`config.mk`:
```
export PLATFORM = sky130hd
export DESIGN_NAME = uart_cfg
export DESIGN_NICKNAME = d
export VERILOG_FILES = /design/src/rtl/uart_pkg.sv /design/src/rtl/baud_gen.sv /design/src/rtl/fifo.sv /design/src/rtl/uart_cfg.sv
export SDC_FILE = /design/constraint.sdc
export NUM_CORES = 1
export LEC_CHECK = 0
export CORE_ASPECT_RATIO = 1.2
export CORE_UTILIZATION = 48
export DETAILED_ROUTE_END_ITERATION = 7
export DONT_BUFFER_PORTS = 1
export GPL_TIMING_DRIVEN = 0
export PLACE_DENSITY = 0.65
export SETUP_SLACK_MARGIN = 0.15
export SLEW_MARGIN = 25
export SYNTH_ARGS = -nofsm -noshare
export SYNTH_HDL_FRONTEND = slang
export SYNTH_SLANG_ARGS = --single-unit
```
`constraint.sdc`:
```
create_clock -name clk -period 3.4 [get_ports clk]
set_input_delay 0.68 -clock clk [delete_from_list [all_inputs] [get_ports clk]]
set_output_delay 0.68 -clock clk [all_outputs]
set_load 0.1 [all_outputs]
```
`src/rtl/uart_pkg.sv`:
```
// Shared constants, FSM state types and the parity helper used by the
// runtime-configurable UART.
package uart_pkg;

  localparam int SB_TICK      = 16;
  localparam int START_SAMPLE = 7;
  localparam int MAX_DBIT     = 8;

  typedef enum logic [2:0] {
    TX_IDLE   = 3'd0,
    TX_START  = 3'd1,
    TX_DATA   = 3'd2,
    TX_PARITY = 3'd3,
    TX_STOP   = 3'd4
  } tx_state_t;

  typedef enum logic [2:0] {
    RX_IDLE   = 3'd0,
    RX_START  = 3'd1,
    RX_DATA   = 3'd2,
    RX_PARITY = 3'd3,
    RX_STOP   = 3'd4
  } rx_state_t;

  // Unused upper data bits must be zero so they do not disturb the XOR.
  function automatic logic parity_bit(input logic [MAX_DBIT-1:0] data,
                                      input logic odd);
    return (^data) ^ odd;
  endfunction

endpackage

```
`src/rtl/baud_gen.sv`:
```
// Programmable oversampling tick generator: one tick every i_div+1 clocks,
// tick permanently high when i_div is zero.
module baud_gen #(
  parameter int DVSR_W = 16
) (
  input  logic              clk,
  input  logic              reset,
  input  logic [DVSR_W-1:0] i_div,
  output logic              o_tick
);

  logic [DVSR_W-1:0] r_cnt;
  logic              w_wrap;

  // >= keeps the period short if the divisor is lowered while counting.
  assign w_wrap = (r_cnt >= i_div);
  assign o_tick = w_wrap;

  // Free-running divisor counter.
  always_ff @(posedge clk) begin
    if (reset) begin
      r_cnt <= '0;
    end else if (w_wrap) begin
      r_cnt <= '0;
    end else begin
      r_cnt <= r_cnt + DVSR_W'(1);
    end
  end

endmodule

```
`src/rtl/fifo.sv`:
```
// Synchronous FIFO with show-ahead head output; a push into a full FIFO is
// accepted when a pop happens in the same cycle.
module fifo #(
  parameter int DATA_W = 8,
  parameter int ADDR_W = 2
) (
  input  logic              clk,
  input  logic              reset,
  input  logic              i_rd,
  input  logic              i_wr,
  input  logic [DATA_W-1:0] i_wdata,
  output logic              o_empty,
  output logic              o_full,
  output logic [DATA_W-1:0] o_rdata
);

  localparam int DEPTH = 1 << ADDR_W;

  logic [DATA_W-1:0] r_mem [DEPTH];
  logic [ADDR_W:0]   r_wp;
  logic [ADDR_W:0]   r_rp;
  logic              w_empty;
  logic              w_full;
  logic              w_do_rd;
  logic              w_do_wr;

  // Extra pointer bit distinguishes full from empty.
  assign w_empty = (r_wp == r_rp);
  assign w_full  = (r_wp[ADDR_W] != r_rp[ADDR_W]) &&
                   (r_wp[ADDR_W-1:0] == r_rp[ADDR_W-1:0]);
  assign w_do_rd = i_rd && !w_empty;
  assign w_do_wr = i_wr && (!w_full || w_do_rd);

  assign o_empty = w_empty;
  assign o_full  = w_full;
  assign o_rdata = r_mem[r_rp[ADDR_W-1:0]];

  // Storage and pointer update.
  always_ff @(posedge clk) begin
    if (reset) begin
      for (int i = 0; i < DEPTH; i++) begin
        r_mem[i] <= '0;
      end
      r_wp <= '0;
      r_rp <= '0;
    end else begin
      if (w_do_wr) begin
        r_mem[r_wp[ADDR_W-1:0]] <= i_wdata;
        r_wp                    <= r_wp + (ADDR_W+1)'(1);
      end
      if (w_do_rd) begin
        r_rp <= r_rp + (ADDR_W+1)'(1);
      end
    end
  end

endmodule

```
`src/rtl/uart_cfg.sv`:
```
// Runtime-configurable UART: TX/RX frame engines with FIFOs, a shared baud
// tick, per-frame parity/stop configuration and sticky RX error flags.
module uart_cfg
  import uart_pkg::*;
#(
  parameter int DBIT   = 8,
  parameter int DVSR_W = 16,
  parameter int FIFO_W = 2
) (
  input  logic              clk,
  input  logic              reset,
  input  logic [DVSR_W-1:0] cfg_div,
  input  logic              cfg_par_en,
  input  logic              cfg_par_odd,
  input  logic              cfg_stop2,
  input  logic              rx,
  output logic              tx,
  input  logic              wr_uart,
  input  logic [DBIT-1:0]   w_data,
  output logic              tx_full,
  output logic              tx_busy,
  input  logic              rd_uart,
  output logic [DBIT-1:0]   r_data,
  output logic              rx_empty,
  output logic              rx_full,
  output logic              err_frame,
  output logic              err_parity,
  output logic              err_overrun,
  input  logic              clr_err
);

  logic                w_tick;
  logic                w_tx_empty;
  logic                w_tx_full;
  logic [DBIT-1:0]     w_tx_head;
  logic                w_tx_pop;
  logic                w_tx_last_stop;
  logic [MAX_DBIT-1:0] w_tx_head_ext;
  logic                w_rx_empty;
  logic                w_rx_full;
  logic                w_rx;
  logic                w_rx_last_stop;
  logic [MAX_DBIT-1:0] w_rx_shift_ext;

  tx_state_t           r_tx_state;
  logic [4:0]          r_tx_s;
  logic [2:0]          r_tx_n;
  logic [DBIT-1:0]     r_tx_shift;
  logic                r_tx_par_en;
  logic                r_tx_stop2;
  logic                r_tx_pbit;
  logic                r_tx;
  logic                r_tx_busy;

  rx_state_t           r_rx_state;
  logic [1:0]          r_rx_sync;
  logic [4:0]          r_rx_s;
  logic [2:0]          r_rx_n;
  logic [DBIT-1:0]     r_rx_shift;
  logic                r_rx_par_en;
  logic                r_rx_par_odd;
  logic                r_rx_stop2;
  logic                r_rx_perr;
  logic                r_rx_ferr;
  logic                r_rx_done;
  logic [DBIT-1:0]     r_rx_byte;
  logic                r_err_frame;
  logic                r_err_parity;
  logic                r_err_overrun;

  baud_gen #(.DVSR_W(DVSR_W)) u_baud (
    .clk    (clk),
    .reset  (reset),
    .i_div  (cfg_div),
    .o_tick (w_tick)
  );

  fifo #(.DATA_W(DBIT), .ADDR_W(FIFO_W)) u_tx_fifo (
    .clk     (clk),
    .reset   (reset),
    .i_rd    (w_tx_pop),
    .i_wr    (wr_uart),
    .i_wdata (w_data),
    .o_empty (w_tx_empty),
    .o_full  (w_tx_full),
    .o_rdata (w_tx_head)
  );

  fifo #(.DATA_W(DBIT), .ADDR_W(FIFO_W)) u_rx_fifo (
    .clk     (clk),
    .reset   (reset),
    .i_rd    (rd_uart),
    .i_wr    (r_rx_done),
    .i_wdata (r_rx_byte),
    .o_empty (w_rx_empty),
    .o_full  (w_rx_full),
    .o_rdata (r_data)
  );

  // Zero-extend data words for the shared parity helper.
  always_comb begin
    w_tx_head_ext            = '0;
    w_tx_head_ext[DBIT-1:0]  = w_tx_head;
    w_rx_shift_ext           = '0;
    w_rx_shift_ext[DBIT-1:0] = r_rx_shift;
  end

  assign w_tx_last_stop = r_tx_stop2 ? (r_tx_s == 5'(2*SB_TICK-1))
                                     : (r_tx_s == 5'(SB_TICK-1));
  assign w_tx_pop       = (r_tx_state == TX_STOP) && w_tick && w_tx_last_stop;
  assign w_rx_last_stop = r_rx_stop2 ? (r_rx_s == 5'(2*SB_TICK-1))
                                     : (r_rx_s == 5'(SB_TICK-1));
  assign w_rx           = r_rx_sync[1];

  // TX frame engine; tx and tx_busy are registered from the current state.
  always_ff @(posedge clk) begin
    if (reset) begin
      r_tx_state  <= TX_IDLE;
      r_tx_s      <= 5'd0;
      r_tx_n      <= 3'd0;
      r_tx_shift  <= '0;
      r_tx_par_en <= 1'b0;
      r_tx_stop2  <= 1'b0;
      r_tx_pbit   <= 1'b0;
      r_tx        <= 1'b1;
      r_tx_busy   <= 1'b0;
    end else begin
      r_tx_busy <= (r_tx_state != TX_IDLE) || !w_tx_empty;
      case (r_tx_state)
        TX_IDLE: begin
          r_tx <= 1'b1;
          if (!w_tx_empty) begin
            r_tx_state  <= TX_START;
            r_tx_s      <= 5'd0;
            r_tx_shift  <= w_tx_head;
            r_tx_par_en <= cfg_par_en;
            r_tx_stop2  <= cfg_stop2;
            r_tx_pbit   <= parity_bit(w_tx_head_ext, cfg_par_odd);
          end
        end
        TX_START: begin
          r_tx <= 1'b0;
          if (w_tick) begin
            if (r_tx_s == 5'(SB_TICK-1)) begin
              r_tx_s     <= 5'd0;
              r_tx_n     <= 3'd0;
              r_tx_state <= TX_DATA;
            end else begin
              r_tx_s <= r_tx_s + 5'd1;
            end
          end
        end
        TX_DATA: begin
          r_tx <= r_tx_shift[0];
          if (w_tick) begin
            if (r_tx_s == 5'(SB_TICK-1)) begin
              r_tx_s     <= 5'd0;
              r_tx_shift <= {1'b0, r_tx_shift[DBIT-1:1]};
              if (r_tx_n == 3'(DBIT-1)) begin
                r_tx_state <= r_tx_par_en ? TX_PARITY : TX_STOP;
              end else begin
                r_tx_n <= r_tx_n + 3'd1;
              end
            end else begin
              r_tx_s <= r_tx_s + 5'd1;
            end
          end
        end
        TX_PARITY: begin
          r_tx <= r_tx_pbit;
          if (w_tick) begin
            if (r_tx_s == 5'(SB_TICK-1)) begin
              r_tx_s     <= 5'd0;
              r_tx_state <= TX_STOP;
            end else begin
              r_tx_s <= r_tx_s + 5'd1;
            end
          end
        end
        TX_STOP: begin
          r_tx <= 1'b1;
          if (w_tick) begin
            if (w_tx_last_stop) begin
              r_tx_s     <= 5'd0;
              r_tx_state <= TX_IDLE;
            end else begin
              r_tx_s <= r_tx_s + 5'd1;
            end
          end
        end
        default: begin
          r_tx       <= 1'b1;
          r_tx_state <= TX_IDLE;
        end
      endcase
    end
  end

  // Two-flop synchroniser on the asynchronous serial input.
  always_ff @(posedge clk) begin
    if (reset) begin
      r_rx_sync <= 2'b11;
    end else begin
      r_rx_sync <= {r_rx_sync[0], rx};
    end
  end

  // RX frame engine; r_rx_done pushes the assembled byte one clock later.
  always_ff @(posedge clk) begin
    if (reset) begin
      r_rx_state   <= RX_IDLE;
      r_rx_s       <= 5'd0;
      r_rx_n       <= 3'd0;
      r_rx_shift   <= '0;
      r_rx_par_en  <= 1'b0;
      r_rx_par_odd <= 1'b0;
      r_rx_stop2   <= 1'b0;
      r_rx_perr    <= 1'b0;
      r_rx_ferr    <= 1'b0;
      r_rx_done    <= 1'b0;
      r_rx_byte    <= '0;
    end else begin
      r_rx_done <= 1'b0;
      case (r_rx_state)
        RX_IDLE: begin
          if (!w_rx) begin
            r_rx_state   <= RX_START;
            r_rx_s       <= 5'd0;
            r_rx_par_en  <= cfg_par_en;
            r_rx_par_odd <= cfg_par_odd;
            r_rx_stop2   <= cfg_stop2;
            r_rx_perr    <= 1'b0;
            r_rx_ferr    <= 1'b0;
          end
        end
        RX_START: begin
          if (w_tick) begin
            if (r_rx_s == 5'(START_SAMPLE)) begin
              r_rx_s     <= 5'd0;
              r_rx_n     <= 3'd0;
              r_rx_state <= w_rx ? RX_IDLE : RX_DATA;
            end else begin
              r_rx_s <= r_rx_s + 5'd1;
            end
          end
        end
        RX_DATA: begin
          if (w_tick) begin
            if (r_rx_s == 5'(SB_TICK-1)) begin
              r_rx_s     <= 5'd0;
              r_rx_shift <= {w_rx, r_rx_shift[DBIT-1:1]};
              if (r_rx_n == 3'(DBIT-1)) begin
                r_rx_state <= r_rx_par_en ? RX_PARITY : RX_STOP;
              end else begin
                r_rx_n <= r_rx_n + 3'd1;
              end
            end else begin
              r_rx_s <= r_rx_s + 5'd1;
            end
          end
        end
        RX_PARITY: begin
          if (w_tick) begin
            if (r_rx_s == 5'(SB_TICK-1)) begin
              r_rx_s     <= 5'd0;
              r_rx_perr  <= (w_rx != parity_bit(w_rx_shift_ext, r_rx_par_odd));
              r_rx_state <= RX_STOP;
            end else begin
              r_rx_s <= r_rx_s + 5'd1;
            end
          end
        end
        RX_STOP: begin
          if (w_tick) begin
            // Sample points: end of the first stop bit and, if enabled, the second.
            if ((r_rx_s == 5'(SB_TICK-1)) || (r_rx_s == 5'(2*SB_TICK-1))) begin
              r_rx_ferr <= r_rx_ferr | !w_rx;
            end
            if (w_rx_last_stop) begin
              r_rx_s     <= 5'd0;
              r_rx_state <= RX_IDLE;
              r_rx_done  <= 1'b1;
              r_rx_byte  <= r_rx_shift;
            end else begin
              r_rx_s <= r_rx_s + 5'd1;
            end
          end
        end
        default: begin
          r_rx_state <= RX_IDLE;
        end
      endcase
    end
  end

  // Sticky error flags; a new error wins over a simultaneous clear.
  always_ff @(posedge clk) begin
    if (reset) begin
      r_err_frame   <= 1'b0;
      r_err_parity  <= 1'b0;
      r_err_overrun <= 1'b0;
    end else begin
      r_err_frame   <= (r_err_frame   & ~clr_err) | (r_rx_done & r_rx_ferr);
      r_err_parity  <= (r_err_parity  & ~clr_err) | (r_rx_done & r_rx_perr);
      r_err_overrun <= (r_err_overrun & ~clr_err) |
                       (r_rx_done & w_rx_full & ~rd_uart);
    end
  end

  assign tx          = r_tx;
  assign tx_busy     = r_tx_busy;
  assign tx_full     = w_tx_full;
  assign rx_empty    = w_rx_empty;
  assign rx_full     = w_rx_full;
  assign err_frame   = r_err_frame;
  assign err_parity  = r_err_parity;
  assign err_overrun = r_err_overrun;

endmodule

```
==> metrics.txt, run 1 <==
Top Family by Delay on Critical Path compound AO/OA/AOI/OAI gates; Crit path top cell by count a21o_1; P&R area growth vs syn 11.9%; Critical Path Fanout Max 9; synthesized instance count 765; Clock Skews 0.00959 ns; Starting DRT DRC Count 332; Synth Area per Inst 10.2 um^2; total I/O pin count 49; CTS tree yes; net count after synthesis 831; IO Port Bufs 0; Clk Latency, worst-skew pair 0.43 ns; FFs w/ async S/R, synth 0; Arr. time, crit path 3.29 ns; kind of critical path reg -> reg; layout cells sized above 1 0.103; die width 119 um; Post-route DRC 0; Starting Density 0.496; cts bufs inserted 17; gr usage total 0.209; Leak 3.32 nW; Core ar. 15800 um^2; vias in the first global route 5713; largest net degree at the start of global routing 17; final hold violation count 0; maximum vdd drop 0.383 mV; grt total ovfl 0; gpl congestion 0.918; met3 Use GR 0.0438; final setup violating endpoints 0; CP endpoint kind flop; final WL 16900 um; nature of the critical path startpoint flop; CTS H-tree depth 4; crit path buf inv count 0; RSZ-0062 raised after global routing yes; Sink Count 158; slowest stage cell on the critical path o2111ai_2; CTS max path bufs 2; Ant. Diodes 0; crit path time final 3.24 ns; worst slew pin tran 0.995 ns; WHS Path Cells 1; sequential share of the synthesized area 0.486; flops & latches, synth 158; Final Instance Area 8760 um^2; grt met1 use 0.236; DP HPWL 12500 um; Initial DRT Pass Iterations 5; Unique masters post-synth 64; Slew Limit Fails 0; first-pass GRT wire length 27600 um; Worst Reg-to-Reg Cells 8; Main synth FF type dfxtp_1; P per Cell Area 556 nW/um^2; row cnt 50; Die Footprint 16800 um^2; status finished, final reports clean; Die Y 142 um; Hold Path Class in -> reg; CTS root buf clkbuf_16; initial antenna violation count 0; Post-Syn Area 7820 um^2; Avg WL per Cell 16.7 um; CP peak stage delay 0.52 ns; max_slew headroom 0.337; hold slack final 0.358 ns; DRT antenna net count 0; global route hottest layer met2; number of max-cap violations 0; critical path data required time 3.45 ns; Ys Warns 0; routing usage on met2 0.388; CP Depth 8; Total Nets Final 853; clk slew on worst S/H paths 0.07 ns; via/cell ratio 5.66; routed vias 5704; Final period util 0.954; Area after DPL 8090 um^2; EDFF count, synth 64; Util after Layout 0.556; Fmax 308 MHz; CP cell instances ha_1 -> a21o_1 -> a21o_1 -> a21oi_1 -> o21a_1 -> a21boi_2 -> o2111ai_2 -> nand2_1
[report_power, final]
| part | total, mW | internal (mW) | switching, mW |
|---|---|---|---|
| clock | 1.90 | 1.10 | 0.804 |
| combinational | 0.734 | 0.267 | 0.467 |
| sequential | 2.23 | 2.09 | 0.138 |
[cells in the final DEF (no fill, tap or decap), types with 24 or more instances in the layout]
cell,Yosys,routed
a21oi_1,41,41
and2_1,33,33
clkbuf_1,22,24
dfxtp_1,94,94
edfxtp_1,64,64
ha_1,33,33
inv_1,35,35
mux2i_1,24,24
nand2_1,65,65
nand3_1,24,24
nor2_1,101,101
xnor2_1,32,32
[metrics by stage]
step / TNS, ns / setup WS (ns) / std cells / power (mW)
3_5_place_dp: -13.57 / -0.496 / 973 / 2.99
2_1_floorplan: 0 / 0.204 / 765 / 2.82
4_1_cts: 0 / 0.184 / 1005 / 4.89
3_3_place_gp: -16.05 / -0.559 / 973 / 2.95
5_1_grt: 0 / 0.0338 / 1008 / 5.06
6_report: 0 / 0.157 / 1008 / 4.87
[area by class of cell]
class | count | area, um^2
multi-input combinational | 537 | 3800
fill | 1406 | 7010
tap | 208 | 260
clock inverter | 13 | 154
buffer | 34 | 141
timing repair buffer | 3 | 35.0
sequential | 158 | 3800
clock buffer | 19 | 433
inverter | 36 | 135
[cells in the mapped netlist, drive strengths merged (3+ instances only)]
library cell	count	area, um^2
nor2b	7	46.3
mux2i	24	240
o211ai	10	80.1
nand4	7	43.8
or4b	3	30.0
o2bb2ai	7	61.3
nand2	65	244
a41oi	7	61.3
o21a	4	30.0
nor4b	3	56.3
and3	10	67.6
a31oi	4	25.0
o31a	3	26.3
buf	12	58.8
a22oi	3	22.5
nor3	10	50.1
a311oi	3	26.3
nor2	101	379
a21oi	41	205
xnor2	32	280
edfxtp	64	1920
nor4	11	83.8
clkbuf	22	82.6
ha	33	413
inv	36	135
and2	33	206
o21ai	15	86.3
nand3	24	120
nand2b	5	31.3
or2	8	50.1
dfxtp	94	1880
mux2	3	37.5
mux4	16	360
o2111ai	3	38.8
o31ai	7	52.6
xor2	13	114
a21o	5	37.5
[cell families after synthesis]
group / count (synthesis) / synth area share
and+or+nand+nor: 296 / 0.189
DFF: 158 / 0.486
AOI/OAI and AO/OA: 120 / 0.104
buffers and inverters: 70 / 0.0353
xor gates and xnor gates: 45 / 0.0504
muxes: 43 / 0.0816
adders and majority gates: 33 / 0.0528
[metal layers]
layer / up-vias / share of wire
li1: 2776 / -
met1: 2758 / 0.42
met2: 146 / 0.53
met3: 24 / 0.039
met4: 0 / 0.015
met5: - / 0
[final timing paths]
kind	to	from	slack, ns
max	u_tx_fifo.r_mem[1][0]	u_baud.r_cnt[9]	0.16
min	r_rx_sync[0]	rx	0.36
max reg2reg	u_tx_fifo.r_mem[1][0]	u_baud.r_cnt[9]	0.16
min reg2reg	r_rx_sync[1]	r_rx_sync[0]	0.41
[state kept, by name, indices dropped and copies added (netlist names), 5 cells and up, named ones only]
| register | flops |
|---|---|
| u_rx_fifo.r_mem | 32 |
| r_rx_byte | 8 |
| r_rx_shift | 8 |
| r_tx_shift | 8 |
| r_tx_s | 5 |
| r_rx_s | 5 |
| u_tx_fifo.r_mem | 32 |
| u_baud.r_cnt | 16 |
[worst reg2reg max path: stages (launching register included)]
cell       delay, ns
dfxtp_1         0.33
ha_1            0.30
a21o_1          0.19
a21o_1          0.18
a21oi_1         0.37
o21a_1          0.36
a21boi_2        0.20
o2111ai_2       0.52
nand2_1         0.42
[timing repair]
action,in CTS,in global routing
hold buffers,0,0
setup endpoints to repair,33,32
cloned,0,0
pin swaps,0,2
resized for setup,4,1
buffers inserted,0,3
No activity file was read; power rests on OpenSTA's default activity.
==> inputs of run 2 (changes only) <==
--- a/config.mk
+++ b/config.mk
@@ -12,7 +12,6 @@
 export GPL_TIMING_DRIVEN = 0
 export PLACE_DENSITY = 0.65
 export SETUP_SLACK_MARGIN = 0.15
-export SLEW_MARGIN = 25
 export SYNTH_ARGS = -nofsm -noshare
 export SYNTH_HDL_FRONTEND = slang
 export SYNTH_SLANG_ARGS = --single-unit
==> run 2 against run 1 <==
  * Register-to-register slack better by 0.17 ns
  * Hold slack worse by 0.0056 ns
  * Combinational power about the same
  * Maximum frequency up 5.5%
  * Worst setup slack better by 0.17 ns
  * Critical path depth down 1
  * Largest cell class unchanged
  * Largest power group unchanged
==> metrics.txt, run 2 (synthesis results as in run 1) <==
gr usage total 0.212 (+0.00327); Starting Density 0.496 (unchanged); hold_buf cts 0 (unchanged); most frequent cells in the layout nor2_1 (101), dfxtp_1 (94), nand2_1 (64), edfxtp_1 (64), a21oi_1 (41); Critical Path Fanout Max 9 (unchanged); clock share of power 0.395 (+0.004); max_slew headroom 0.332 (-0.00443); Die Y 142 um (unchanged); final setup violating endpoints 0 (unchanged); largest net degree at the start of global routing 17 (unchanged); first-pass GRT wire length 27800 um (+0.82%); Sink Count 158 (unchanged); Total Nets Final 852 (-0.12%); kind of critical path reg -> reg; Tot Pwr 4.91 mW (+0.90%); final hold violation count 0 (unchanged); CP cell instances xnor2_1 -> and3_1 -> nor2b_1 -> nand2b_1 -> buf_2 -> nor4b_4 -> or2_2; crit path buf inv count 1 (+1); FF/Latch Area 3800 um^2 (unchanged); nature of the critical path startpoint flop; routed vias 5713 (+0.16%); status finished, final reports clean; sequential power share 0.455 (-0.003); most common cell after layout, fill and taps aside nor2_1; crit path time final 3.08 ns (-0.168 ns); post-route setup TNS 0 ns (unchanged); P&R area growth vs syn 12.2%; # fillers 1389 (-1.2%); Arr. time, crit path 3.24 ns (-0.05 ns); die width 119 um (unchanged); Comb pwr share 0.150 (about the same); biggest regs u_rx_fifo.r_mem x32, u_tx_fifo.r_mem x32, u_baud.r_cnt x16; CTS root buf clkbuf_16; Core ar. 15800 um^2 (unchanged); P per Cell Area 560 nW/um^2 (+0.71%); Fmax 325 MHz (+5.5%); Slew Limit Fails 0 (unchanged); Leak 3.33 nW (+0.20%); CP peak stage delay 0.86 ns (+0.34 ns); vias in the first global route 5742 (+0.51%); Post-route DRC 0 (unchanged); CTS H-tree depth 4 (unchanged); Final period util 0.904 (-0.0494); Initial DRT Pass Iterations 5 (unchanged); Starting DRT DRC Count 332 (unchanged); cts bufs inserted 17 (unchanged); CP endpoint kind flop; Pint 3.48 mW (+0.60%); CTS max path bufs 2 (unchanged); maximum vdd drop 0.378 mV (-1.4%); dpl cells 973 (unchanged); Layout Cells excl Fill 1007 (-0.099%); DP HPWL 12500 um (+0.14%); layout cells sized above 1 0.104 (+0.00138); total I/O pin count 49 (unchanged); Clk Latency, worst-skew pair 0.43 ns (about the same); Util after Layout 0.557 (+0.00103); CTS tree yes; number of max-cap violations 0 (unchanged); Multi-input gate area 3800 um^2 (about the same); final WL 17200 um (+1.9%); worst slew pin tran 1.00 ns (+0.00664 ns); IO Port Bufs 0 (unchanged); DRT antenna net count 0 (unchanged); row cnt 50 (unchanged); Sw Share 0.292 (+0.00213); via/cell ratio 5.67 (+0.26%); clk slew on worst S/H paths 0.06 ns (about the same); gpl congestion 0.918 (unchanged); Switch Pwr 1.43 mW (+1.6%); grt total ovfl 0 (unchanged); Clock Skews 0.00759 ns (-0.00199 ns); Hold Path Class in -> reg; critical path data required time 3.56 ns (+0.11 ns); RSZ-0062 raised after global routing no; Avg WL per Cell 17.1 um (+2.0%); Ant. Diodes 0 (unchanged); slowest stage cell on the critical path and3_1; Die Footprint 16800 um^2 (unchanged); Top Family by Delay on Critical Path simple AND/OR/NAND/NOR gates; initial antenna violation count 0 (unchanged)
## run 2: path summary, 6_finish.rpt
kind / start / to / slack [ns] / cells after the start
min: rx / r_rx_sync[0] / 0.35 / 1
max reg2reg: u_rx_fifo.r_wp[0] / u_rx_fifo.r_mem[2][6] / 0.32 / 7
min reg2reg: r_rx_sync[0] / r_rx_sync[1] / 0.42 / 1
max: u_rx_fifo.r_wp[0] / u_rx_fifo.r_mem[2][6] / 0.32 / 7
## run 2: per-stage QoR
stage / setup slack, ns / instance area, um^2 / hold WS (ns)
2_1_floorplan: 0.204 / 7820 / 0.389
3_3_place_gp: -0.559 / 8080 / 0.400
3_5_place_dp: -0.618 / 8080 / 0.406
4_1_cts: 0.118 / 8700 / 0.345
5_1_grt: 0.161 / 8770 / 0.346
6_report: 0.325 / 8770 / 0.352
## run 2: routing by layer
layer | track usage | share of wire | vias up
met3 | 0.0442 | 0.047 | 35
met4 | 0.0946 | 0.024 | 0
met1 | 0.236 | 0.41 | 2739
met5 | 0 | 0 | -
li1 | - | - | 2763
met2 | 0.389 | 0.52 | 176
## run 2: power groups by stage
stage                     registers (mW)  logic (mW)  clock network [mW]
after detailed placement            2.27       0.712                   0
final                               2.23       0.737                1.94
after global routing                2.25       0.813                2.04
after CTS                           2.23       0.718                1.97
after global placement              2.27       0.688                   0
after floorplan                     2.25       0.570                   0
## run 2: cell type report
cell class / instances / area share
inverters: 36 / 0.0154
flip-flops and latches: 158 / 0.433
well taps: 208 / 0.0297
clock buffers: 19 / 0.0505
multi-input cells: 537 / 0.433
clock inverters: 13 / 0.0174
repair buffers: 2 / 0.00456
plain buffers: 34 / 0.0161
## run 2: what timing repair did
| action | 4_1_cts | 5_1_grt |
|---|---|---|
| setup buffers | 0 | 2 |
| endpoints found under the setup margin | 41 | 32 |
| pin swaps | 0 | 2 |
| resized for setup | 5 | 4 |
==> inputs of run 3 (changes only) <==
--- a/config.mk
+++ b/config.mk
@@ -5,12 +5,13 @@
 export SDC_FILE = /design/constraint.sdc
 export NUM_CORES = 1
 export LEC_CHECK = 0
+export CAP_MARGIN = 20
 export CORE_ASPECT_RATIO = 1.2
-export CORE_UTILIZATION = 48
+export CORE_UTILIZATION = 45
 export DETAILED_ROUTE_END_ITERATION = 7
 export DONT_BUFFER_PORTS = 1
 export GPL_TIMING_DRIVEN = 0
-export PLACE_DENSITY = 0.65
+export PLACE_DENSITY = 0.62
 export SETUP_SLACK_MARGIN = 0.15
 export SYNTH_ARGS = -nofsm -noshare
 export SYNTH_HDL_FRONTEND = slang
==> run 3 against run 2 <==
  * Cell count is 0.89% higher
  * Core utilization shrank 3.9 points
  * Worst setup slack worse by 0.066 ns
  * Critical path type unchanged
==> metrics.txt, run 3 (synthesis results as in run 1) <==
crit path time final 3.14 ns (+0.0662 ns); worst slew pin tran 1.02 ns (+0.0209 ns); gr usage total 0.207 (-0.00540); DP HPWL 12700 um (+1.6%); via/cell ratio 5.60 (-1.3%); FF/Latch Area 3800 um^2 (unchanged); Util after Layout 0.518 (-0.0390); Sink Count 158 (unchanged); CTS tree yes; Reg2Reg Launch Point u_rx_fifo.r_wp[0]; Clock Skews 0.00940 ns (+0.00181 ns); P&R area growth vs syn 11.9%; initial antenna violation count 0 (unchanged); vias in the first global route 5799 (+0.99%); Die Footprint 17900 um^2 (+6.6%); layout cells sized above 1 0.104 (-0.000130); Total Nets Final 853 (+0.12%); met2 wire len 9250 um (+4.4%); final WL 17400 um (+1.4%); most common cell after layout, fill and taps aside nor2_1; DR WL met3 707 um (-12%); gpl congestion 0.863 (-6.0%); Layout Cells excl Fill 1016 (+0.89%); Hold Path Class in -> reg; clk slew on worst S/H paths 0.06 ns (about the same); dpl ws -0.525 ns (+0.0928 ns); Post-route DRC 0 (unchanged); RSZ-0062 raised after global routing no; Avg WL per Cell 17.1 um (+0.48%); Die Y 146 um (+3.2%); status finished, final reports clean; Setup WS post-layout 0.259 ns (-0.0662 ns); maximum vdd drop 0.359 mV (-4.9%); Clk Latency, worst-skew pair 0.43 ns (about the same); Final period util 0.924 (+0.0195); most frequent cells in the layout nor2_1 (101), dfxtp_1 (94), nand2_1 (64), edfxtp_1 (64), a21oi_1 (41); hold_sp rx; Critical path origin u_rx_fifo.r_wp[0]; nature of the critical path startpoint flop; die width 122 um (+3.2%); CP endpoint kind flop; Starting DRT DRC Count 303 (-8.7%); max_slew headroom 0.317 (-0.0149); final setup violating endpoints 0 (unchanged); IO Port Bufs 0 (unchanged); routed vias 5689 (-0.42%); kind of critical path reg -> reg; hold_buf cts 0 (unchanged); dpl cells 983 (+1.0%); Core ar. 16900 um^2 (+7.3%); total I/O pin count 49 (unchanged); number of max-cap violations 0 (unchanged); DRT antenna net count 0 (unchanged); Ant. Diodes 0 (unchanged); largest net degree at the start of global routing 17 (unchanged); first-pass GRT wire length 28800 um (+3.6%); Fmax 318 MHz (-2.1%); cts bufs inserted 17 (unchanged); final hold violation count 0 (unchanged); row cnt 52 (+4.0%); biggest regs u_rx_fifo.r_mem x32, u_tx_fifo.r_mem x32, u_baud.r_cnt x16; CTS root buf clkbuf_16; Initial DRT Pass Iterations 5 (unchanged); P per Cell Area 551 nW/um^2 (-1.5%); post-route setup TNS 0 ns (unchanged); Starting Density 0.463 (-0.0338); Multi-input gate area 3810 um^2 (+0.36%); # fillers 1518 (+9.3%); grt total ovfl 0 (unchanged); wire length on met1 7100 um (+0.11%); hold slack final 0.357 ns (+0.00463 ns); top sig layer met4; CTS H-tree depth 4 (unchanged); Arr. time, crit path 3.29 ns (+0.05 ns); Slew Limit Fails 0 (unchanged); Leak 3.32 nW (-0.29%); critical path data required time 3.55 ns (about the same); Critical Path Fanout Max 9 (unchanged); CTS max path bufs 2 (unchanged)
==> run 3: path summary, 6_finish.rpt <==
path	depth (start not counted)	slack (ns)	endpoint
min	1	0.36	r_rx_sync[0]
max	7	0.26	u_rx_fifo.r_mem[1][3]
max reg2reg	7	0.26	u_rx_fifo.r_mem[1][3]
min reg2reg	1	0.42	r_rx_sync[1]
==> run 3: where the power goes <==
part	switching (mW)	internal (mW)
sequential	0.139	2.09
clock	0.754	1.11
combinational	0.467	0.265
total	1.36	3.47
==> run 3: final cells by class <==
type,count,share of cell area
Tap cell,216,0.0309
Timing Repair Buffer,3,0.00200
Inverter,36,0.0154
Clock buffer,20,0.0522
Multi-Input combinational cell,537,0.435
Clock inverter,12,0.0136
Sequential cell,158,0.434
Buffer,34,0.0161
==> run 3: worst max-delay path, stage by stage (launching register included) <==
cell and delay [ns]:
dfxtp_1 0.58, xnor2_1 0.19, and3_1 0.85, nor2b_1 0.34
nand2b_1 0.13, buf_2 0.25, nor4b_4 0.11, or2_2 0.41
==> run 3: layer usage <==
metal,up-vias,GRT usage
met5,-,0
met4,0,0.0835
met3,25,0.0449
met2,120,0.363
met1,2768,0.240
li1,2776,-
==> run 3: metrics by stage <==
stage	power, mW	cell area (um^2)
after floorplan	2.82	7820
after global placement	2.96	8090
after detailed placement	2.99	8110
after CTS	4.86	8710
after global routing	5.03	8760
final	4.83	8760
==> run 3: what timing repair did <==
item                                    in CTS  in global routing
resized for setup                            4                  5
pin swaps                                    0                  0
buffers inserted                             0                  1
endpoints found under the setup margin      32                 32
